<file path="config.mk">
export PLATFORM = sky130hd
export DESIGN_NAME = micro_sequencer
export DESIGN_NICKNAME = d
export VERILOG_FILES = /design/src/rtl/micro_sequencer.sv
export SDC_FILE = /design/constraint.sdc
export NUM_CORES = 1
export LEC_CHECK = 0
export ABC_AREA = 1
export BUFFER_PORTS_ARGS = -buffer_cell sky130_fd_sc_hd__buf_2
export CAP_MARGIN = 10
export CORE_UTILIZATION = 52
export CTS_BUF_LIST = sky130_fd_sc_hd__clkbuf_2
export CTS_CLUSTER_SIZE = 14
export DETAILED_ROUTE_END_ITERATION = 8
export PLACE_DENSITY = 0.81
export SLEW_MARGIN = 20
export SYNTH_ARGS = -nofsm -noshare
export SYNTH_HDL_FRONTEND = slang
export SYNTH_SLANG_ARGS = --single-unit
</file>
<file path="constraint.sdc">
create_clock -name clk -period 1.85 [get_ports clk]
set_input_delay 0 -clock clk [delete_from_list [all_inputs] [get_ports clk]]
set_output_delay 0 -clock clk [all_outputs]
set_load 0.02 [all_outputs]
</file>
<file path="src/rtl/micro_sequencer.sv">
`default_nettype none
// ============================================================================
//  Module   : micro_sequencer
//  Purpose  : Next-state controller for the microprogrammed control unit.
//             Owns the current-state register that addresses the control
//             microstore and selects the next state from the mode fields of
//             the current microinstruction (decoder target, fetch, literal
//             jump, increment, conditional branch, conditional hold).
//             A hold watchdog aborts to the fetch state if a memory wait
//             never completes.
//  Options  : `define USEQ_RETURN_STACK_EN adds a STACK_DEPTH-entry return
//             stack for the CALL (6) and RET (7) modes. Without it both
//             modes behave as FETCH and stack_err is tied low.
//  Revision : 1.0 - initial release
// ============================================================================
module micro_sequencer #(
  parameter int STATE_W      = 7,
  parameter int FETCH_STATE  = 0,
  parameter int HOLD_TIMEOUT = 16,
  parameter int STACK_DEPTH  = 4
) (
  input  logic               clk,
  input  logic               reset,
  input  logic [2:0]         ns_sel,
  input  logic               inv,
  input  logic [1:0]         cond_sel,
  input  logic [STATE_W-1:0] cr_addr,
  input  logic [STATE_W-1:0] enc_addr,
  input  logic               moc,
  input  logic [1:0]         cond_in,
  output logic [STATE_W-1:0] state,
  output logic               holding,
  output logic               timeout_err,
  output logic               stack_err
);

  // Hold counter only needs to reach HOLD_TIMEOUT-1; the abort clears it.
  localparam int HC_W = (HOLD_TIMEOUT > 2) ? $clog2(HOLD_TIMEOUT) : 1;

  localparam logic [STATE_W-1:0] FETCH_ADDR = STATE_W'(FETCH_STATE);
  localparam logic [HC_W-1:0]    HOLD_LAST  = HC_W'(HOLD_TIMEOUT - 1);

  // Next-state modes carried in the microinstruction.
  typedef enum logic [2:0] {
    NS_ENC   = 3'd0,
    NS_FETCH = 3'd1,
    NS_JUMP  = 3'd2,
    NS_INC   = 3'd3,
    NS_CBR   = 3'd4,
    NS_CHOLD = 3'd5,
    NS_CALL  = 3'd6,
    NS_RET   = 3'd7
  } ns_mode_t;

  ns_mode_t           mode;
  logic               cond_raw;
  logic               cond;
  logic [STATE_W-1:0] inc_addr;
  logic [STATE_W-1:0] mode_next;
  logic [STATE_W-1:0] next_state;
  logic               hold_now;
  logic               abort;
  logic               stack_err_next;
  logic [HC_W-1:0]    hold_cnt;

`ifdef USEQ_RETURN_STACK_EN
  localparam int SP_W  = $clog2(STACK_DEPTH + 1);
  localparam int IDX_W = (STACK_DEPTH > 1) ? $clog2(STACK_DEPTH) : 1;
  localparam logic [SP_W-1:0] SP_FULL = SP_W'(STACK_DEPTH);

  logic [STATE_W-1:0] stack_mem [STACK_DEPTH];
  logic [SP_W-1:0]    sp;
  logic [IDX_W-1:0]   wr_idx;
  logic [IDX_W-1:0]   top_idx;
  logic               push;
  logic               pop;
  logic               stack_full;
  logic               stack_empty;

  assign stack_full  = (sp == SP_FULL);
  assign stack_empty = (sp == '0);
  assign wr_idx      = IDX_W'(sp);
  assign top_idx     = IDX_W'(sp - SP_W'(1));
`endif

  assign mode     = ns_mode_t'(ns_sel);
  assign inc_addr = state + STATE_W'(1);

  // Condition select and optional inversion.
  always_comb begin
    cond_raw = 1'b1;
    case (cond_sel)
      2'd0:    cond_raw = moc;
      2'd1:    cond_raw = cond_in[0];
      2'd2:    cond_raw = cond_in[1];
      default: cond_raw = 1'b1;
    endcase
    cond = cond_raw ^ inv;
  end

  // Mode decode: candidate next state, hold indication and stack requests.
  always_comb begin
    mode_next      = FETCH_ADDR;
    hold_now       = 1'b0;
    stack_err_next = 1'b0;
`ifdef USEQ_RETURN_STACK_EN
    push           = 1'b0;
    pop            = 1'b0;
`endif
    case (mode)
      NS_ENC:   mode_next = enc_addr;
      NS_FETCH: mode_next = FETCH_ADDR;
      NS_JUMP:  mode_next = cr_addr;
      NS_INC:   mode_next = inc_addr;
      NS_CBR:   mode_next = cond ? cr_addr : inc_addr;
      NS_CHOLD: begin
        mode_next = cond ? inc_addr : state;
        hold_now  = ~cond;
      end
`ifdef USEQ_RETURN_STACK_EN
      NS_CALL: begin
        // A full stack still takes the jump; only the return address is lost.
        mode_next = cr_addr;
        if (stack_full) begin
          stack_err_next = 1'b1;
        end else begin
          push = 1'b1;
        end
      end
      NS_RET: begin
        if (stack_empty) begin
          mode_next      = FETCH_ADDR;
          stack_err_next = 1'b1;
        end else begin
          mode_next = stack_mem[top_idx];
          pop       = 1'b1;
        end
      end
`endif
      default:  mode_next = FETCH_ADDR;
    endcase
  end

  // Watchdog override: the last allowed hold cycle forces a return to fetch.
  always_comb begin
    abort      = hold_now && (hold_cnt == HOLD_LAST);
    next_state = abort ? FETCH_ADDR : mode_next;
  end

  assign holding = hold_now;

  // Current-state register and one-cycle error pulses.
  always_ff @(posedge clk) begin
    if (reset) begin
      state       <= FETCH_ADDR;
      timeout_err <= 1'b0;
    end else begin
      state       <= next_state;
      timeout_err <= abort;
    end
  end

  // Consecutive-hold counter; cleared by any advancing cycle or by an abort.
  always_ff @(posedge clk) begin
    if (reset) begin
      hold_cnt <= '0;
    end else if (abort || !hold_now) begin
      hold_cnt <= '0;
    end else begin
      hold_cnt <= hold_cnt + HC_W'(1);
    end
  end

`ifdef USEQ_RETURN_STACK_EN
  // Stack pointer and error pulse; reset empties the stack.
  always_ff @(posedge clk) begin
    if (reset) begin
      sp        <= '0;
      stack_err <= 1'b0;
    end else begin
      stack_err <= stack_err_next;
      if (push) begin
        sp <= sp + SP_W'(1);
      end else if (pop) begin
        sp <= sp - SP_W'(1);
      end
    end
  end

  // Return-address storage; contents above the pointer are don't-care.
  always_ff @(posedge clk) begin
    if (push) begin
      stack_mem[wr_idx] <= inc_addr;
    end
  end
`else
  // No return stack: modes 6/7 fall back to FETCH and never flag an error.
  logic unused_stack_err;
  assign unused_stack_err = stack_err_next;
  assign stack_err        = 1'b0;
`endif

endmodule
`default_nettype wire

</file>
==> impl_metrics.yaml, run 1 <==
setup_path:
  critPathLaunchType: "flop"
  slowest_stage: "dfxtp_1"
  crit_path_frequent_cell: "nand3_1"
  cp_num_cells: 8
  worst_setup_path_end_kind: "flop"
  crit-reg2reg-launch: "state[0]"
  reg2reg_setup_slack_ps: 370
  crit_arrival_ps: 1650
  crit_type: "reg -> reg"
  crit_fanout: 8
  critical_path.cell_chain: "ha_1 -> nand3_1 -> xor2_1 -> nand3_1 -> nand3_1 -> nand3_1 -> nand2_1 -> a21oi_2"
  crit_buf_inv: 0
  worstReg2RegEnd: "state[4]"
  r2r_cells: 8
  crit_start: "state[0]"
  crit_family: "flip-flops"
  cp_data_required_time_ps: 2020
  max_stage_delay_ps: 450
  cp-endpoint: "state[4]"
drt:
  drt-wirelength-per-cell_um: 11.1
  drc: 0
  top_layer: "met4"
  wl_met2_mm: 1.36
  m1WireLength_mm: 1.01
  vias: 1220
  dr.pass1.iters: 4
  drtAntennaViolNets: 0
  via_per_inst: 5.30
  drtIter0Drc: 38
  routed_wl_mm: 2.56
  route.met3.wl_um: 137
final_layout:
  finish.net_count: 232
  n_antenna_cell: 0
  finalNonFillerCells: 230
  nFillCells: 175
  areaGrowthSynthToFinish_pct: 19.5
  layout_common_cells: "nand2_1, nand3_1, buf_2, inv_1, dfxtp_1"
  final_common_cell: "nand2_1"
  fin_area_um2: 1330
  drive_above_1_share: 0.300
clocking:
  cts_made_buffers: 3
  clk_pin_slew_ps: 110
  clock_sinks: 12
  clockBufferDepth: 2
  post_cts.repair.setup_buffers: 0
  cts_tree: "done"
  ctsRootBufferMaster: "clkbuf_2"
  insertion_delay_ps: 260
  cts_htree_levels: 1
logic_synthesis:
  syn_nets: 194
  ys_ff_latch: 12
  yosysSeqAreaShare: 0.217
  yosys.cell_types.count: 25
  synth_area_um2: 1110
  synth_area_per_cell_um2: 6.64
  synthCells: 167
  yosysTopAreaCellShare: 0.217
  synth_area_leader_cell: "dfxtp_1"
  synth_top_cells_by_area: "dfxtp_1, nand3_1, nand2_1, inv_1, nand3_4"
  yosys_warnings: 0
sta:
  finalSetupViolCount: 0
  hold-worst-slack_ps: 217
  finalSetupTns_ps: 0
  fmax_mhz: 677
  min_period_over_period: 0.798
  rsz0062_at_grt: "no"
  finalHoldViolations: 0
  finClkSkew_ps: 3.31
  period_minus_slack_ps: 1480
  drv_slew: 0
place:
  port-buffer-count: 33
  hpwl_mm: 2.09
  place_inst: 226
  place_congestion: 0.828
  placed_cell_area_um2: 1300
global_routing:
  grt_pass1_vias: 1111
  antenna_found_initial: 0
  grt_usage: 0.257
  grt_pass1_wl_mm: 4.20
  grt_max_degree: 11
  grt_overflow: 0
floorplanning:
  die_w_um: 48.2
  ios: 35
  start_util: 0.559
  fp.dieH_um: 48.2
  dieArea_um2: 2320
  fp.coreArea_um2: 1980
  rows: 16
power_and_ir_drop:
  leakage_nw: 0.665
  peakVddDrop_mv: 0.342
  power.density_nw_per_um2: 463
outcome:
  outcome: "completed"
flow_run:
  drv_cap: 0
hold_path:
  hold_class: "in -> reg"
==> how the worst min path moves through the flow <==
stage	startpoint	endpoint	cells past startpoint
4_1_cts	enc_addr[5]	state[5]	7
3_3_place_gp	reset	timeout_err	2
5_1_grt	enc_addr[0]	state[0]	7
6_report	enc_addr[1]	state[1]	7
2_1_floorplan	reset	timeout_err	1
3_5_place_dp	reset	timeout_err	2
==> report_power, final <==
group          internal [mW]  leakage [nW]  total [mW]  switching, mW
registers              0.268        0.0976       0.284         0.0152
logic                 0.0792         0.555       0.204          0.125
clock network         0.0442        0.0125       0.126         0.0815
==> layout make-up <==
class	instances	area, um2	share of cell area
Clock buffer	3	15.0	0.0113
Multi-Input combinational cell	124	743	0.561
Sequential cell	12	240	0.181
Inverter	30	118	0.0888
Timing Repair Buffer	34	175	0.132
Tap cell	27	33.8	0.0255
==> metrics by stage <==
stage          power (mW)   util  worst slack, ps
2_1_floorplan       0.426      -              353
3_3_place_gp        0.484  0.656              463
3_5_place_dp        0.491  0.656              401
4_1_cts             0.618  0.669              393
5_1_grt             0.661  0.669              193
6_report            0.613  0.669              374
==> worst min-delay path, delay by kind of cell <==
| kind | cells | cell delay [ps] |
|---|---|---|
| simple gates | 3 | 180 |
| compound gates | 2 | 160 |
| buf+inv | 2 | 110 |
==> cells in the mapped netlist <==
cell type	number
inv_6	1
o21ai_0	7
buf_4	1
xnor2_1	1
nor3_2	1
a21oi_2	3
nand3b_4	1
nor2_1	8
xor2_1	3
nand3_4	5
ha_1	2
nand3_2	1
dfxtp_1	12
a21oi_1	4
nand2_4	4
nand2_1	43
nor2_4	1
nor3_4	1
nand3_1	35
inv_2	4
or2_4	1
inv_1	25
nand2_2	1
conb_1	1
a21oi_4	1
==> per-layer routing <==
metal / up-vias / track usage
met5: - / 0
met4: 0 / 0.111
met3: 6 / 0.0630
met2: 48 / 0.456
met1: 560 / 0.290
li1: 606 / -
==> registers in the layout, summed over array words and instances (netlist names) <==
signal	cells
hold_cnt	4
state	7
timeout_err	1
==> logic make-up after synthesis <==
logic type      count (synthesis)  share of synthesized area
flops                          12                      0.217
other cells                     1                    0.00338
buf+inv                        31                      0.113
xor+xnor                        4                     0.0316
fa+ha+maj                       2                     0.0226
simple gates                  102                      0.525
compound gates                 15                     0.0880
==> what timing repair did <==
action	4_1_cts	5_1_grt
hold endpoints to repair	1	0
gates resized for setup	0	0
hold buffers	1	0
No activity file was read; power rests on OpenSTA's default activity.
==> run 2: changes to the inputs <==
--- a/config.mk
+++ b/config.mk
@@ -5,10 +5,10 @@
 export SDC_FILE = /design/constraint.sdc
 export NUM_CORES = 1
 export LEC_CHECK = 0
-export ABC_AREA = 1
+export ABC_AREA = 0
 export BUFFER_PORTS_ARGS = -buffer_cell sky130_fd_sc_hd__buf_2
 export CAP_MARGIN = 10
-export CORE_UTILIZATION = 52
+export CORE_UTILIZATION = 50
 export CTS_BUF_LIST = sky130_fd_sc_hd__clkbuf_2
 export CTS_CLUSTER_SIZE = 14
 export DETAILED_ROUTE_END_ITERATION = 8
==> constraint.sdc (replaced) <==
create_clock -name clk -period 1.5 [get_ports clk]
set_input_delay 0 -clock clk [delete_from_list [all_inputs] [get_ports clk]]
set_output_delay 0 -clock clk [all_outputs]
set_load 0.02 [all_outputs]
==> run 2 against run 1 <==
  * Sequential share of layout area is 0.81 points higher
  * Combinational power is 33% higher
  * Design area is 1.8% lower
  * Critical path depth is 1 lower
  * Wire length is 7.8% lower
  * Clock power is 25% higher
  * Maximum frequency is 3.0% higher
  * Highest routed layer unchanged
  * Synthesized area is 17% lower
  * Via count is 18% lower
  * Utilization is 8.5 points higher
  * Global-route usage is 0.30 points higher
  * Synthesized cell count is 36% lower
==> impl_metrics.yaml, run 2 <==
outcome:
  outcome: "completed"
clocking:
  insertion_delay_ps: 260
  clock_sinks: 12
  cts_tree: "done"
  clockBufferDepth: 2
  cts_made_buffers: 3
  clk_pin_slew_ps: 100
  cts_htree_levels: 1
  ctsRootBufferMaster: "clkbuf_2"
sta:
  rsz0062_at_grt: "yes"
  period_minus_slack_ps: 1430
  finalSetupViolCount: 0
  fmax_mhz: 698
  drv_slew: 0
  slew_headroom: 0.571
  min_period_over_period: 0.956
  worst_pin_slew_ps: 638
  finClkSkew_ps: 1.53
  finalHoldViolations: 0
setup_path:
  slowest_stage: "dfxtp_4"
  critPathLaunchType: "flop"
  crit_buf_inv: 0
  reg2reg_setup_slack_ps: 70
  crit_family: "compound AO/OA/AOI/OAI gates"
  crit_arrival_ps: 1600
  crit_fanout: 2
  critical_path.cell_chain: "ha_1 -> and3_1 -> nand3_1 -> xnor2_1 -> a21oi_1 -> a21boi_2 -> o2bb2ai_1"
  cp_data_required_time_ps: 1670
  crit_type: "reg -> reg"
  max_stage_delay_ps: 360
  worst_setup_path_end_kind: "flop"
final_layout:
  areaGrowthSynthToFinish_pct: 41.7
  largest_reg_flops: 7
  fin_area_um2: 1300
  layout_common_cells: "buf_2, buf_4, nor2_1, dfxtp_1"
  finalNonFillerCells: 183
  n_antenna_cell: 0
  drive_above_1_share: 0.443
  finish.net_count: 186
  final_common_cell: "buf_2"
  reg_top3: "state: 7 flops, hold_cnt: 4 flops, timeout_err: 1 flops"
  regMostFlops: "state"
logic_synthesis:
  synth-edff-count: 0
  synth_top_cells_by_area: "dfxtp_1, mux2i_1, o2bb2ai_1, xor2_1, nor3_1"
  synthFlopType: "dfxtp_1"
  synthCells: 107
  synth_area_um2: 918
  yosysSeqAreaShare: 0.262
  yosysTopAreaCellShare: 0.262
  ys_ff_latch: 12
  yosysMostFrequentCell: "dfxtp_1"
  yosys.cell_types.count: 40
  synth-async-reset-ratio: 0
  yosys_warnings: 0
  syn_nets: 134
  synth_area_per_cell_um2: 8.58
  synth.cells.most_frequent: "dfxtp_1, mux2i_1, nor2_1"
  synth_area_leader_cell: "dfxtp_1"
global_routing:
  grt_overflow: 0
  grt_max_degree: 18
  grt_pass1_wl_mm: 3.79
  grt_pass1_vias: 915
  grt_usage: 0.260
  antenna_found_initial: 0
power_and_ir_drop:
  leakage_nw: 0.605
  power_uw: 763
  power.density_nw_per_um2: 586
  peakVddDrop_mv: 0.325
place:
  placed_cell_area_um2: 1240
  place_inst: 177
  port-buffer-count: 33
  place_congestion: 0.793
  hpwl_mm: 1.84
floorplanning:
  die_w_um: 44.9
  rows: 15
  dieArea_um2: 2010
  fp.coreArea_um2: 1730
  fp.dieH_um: 44.9
  start_util: 0.532
  ios: 35
drt:
  via_per_inst: 5.48
  drtIter0Drc: 23
  drt-wirelength-per-cell_um: 12.9
  drtAntennaViolNets: 0
  drc: 0
  dr.pass1.iters: 4
  vias: 1002
  routed_wl_mm: 2.36
flow_run:
  drv_cap: 0
hold_path:
  hold_class: "in -> reg"
## run 2: cell types whose count changed after synthesis, sizes merged, moves of 4 or more
cell	change
nand2	-44
nand3	-38
inv	-29
mux2i	+9
nor3	+6
o21ai	-6
o2bb2ai	+5
a21oi	-4
o211ai	+4
xnor2	+4
## run 2: power breakdown
group          internal (mW)  switching, mW
clock network         0.0579         0.0998
logic                  0.134          0.138
registers              0.326        0.00688
total                  0.519          0.244
## run 2: worst paths after layout
| path | to | from | cells after the start |
|---|---|---|---|
| setup / recovery | state[6] | state[0] | 7 |
| hold / removal | state[6] | cr_addr[6] | 3 |
| setup reg to reg | state[6] | state[0] | 7 |
| hold reg to reg | state[6] | state[6] | 1 |
## run 2: repair_timing
action                     CTS  global route
hold endpoints to repair     1             0
gates resized for setup      2             8
pin swaps                    0             1
setup endpoints to repair    3             7
buffers inserted             0             1
hold buffers                 1             0
## run 2: cells by family (layout without fill, tap and decap cells)
logic type                 after synthesis  in the layout  synth area share
and+or+nand+nor                         38             38             0.247
AOI/OAI and AO/OA                       28             28             0.225
DFF                                     12             12             0.262
xor gates and xnor gates                10             10             0.104
muxes                                    9              9            0.0981
buffers and inverters                    7             58            0.0340
adders and majority gates                2              2            0.0272
other                                    1              1           0.00408
## run 2: routing by layer
layer,track usage,wire length (um),vias up
met2,0.456,1210,28
met5,0,0,-
met3,0.0280,80,4
li1,-,-,503
met4,0.139,46,0
met1,0.312,1030,467
## run 2: layout make-up
class / count / area [um2]
clock buffers: 3 / 15.0
clock inverters: 1 / 3.75
fillers: 144 / 425
inverters: 1 / 3.75
multi-input cells: 88 / 683
flip-flops and latches: 12 / 246
well taps: 25 / 31.3
repair buffers: 53 / 318
## run 2: through the flow
step	setup TNS [ps]	hold slack, ps	setup WS, ps	utilization
finish	0	20.5	66.7	0.754
global route	-148	19.3	-82.4	0.754
CTS	0	22.0	25.1	0.738
detailed placement	-1260	256	-134	0.718
global placement	-393	250	-58.3	0.718
floorplan	0	76.7	7.70	-
## run 2: worst register-to-register path: stages (launching register included)
cell and delay (ps):
dfxtp_4 360, ha_1 180, and3_1 200, nand3_1 100, xnor2_1 140, a21oi_1 130, a21boi_2 170, o2bb2ai_1 60
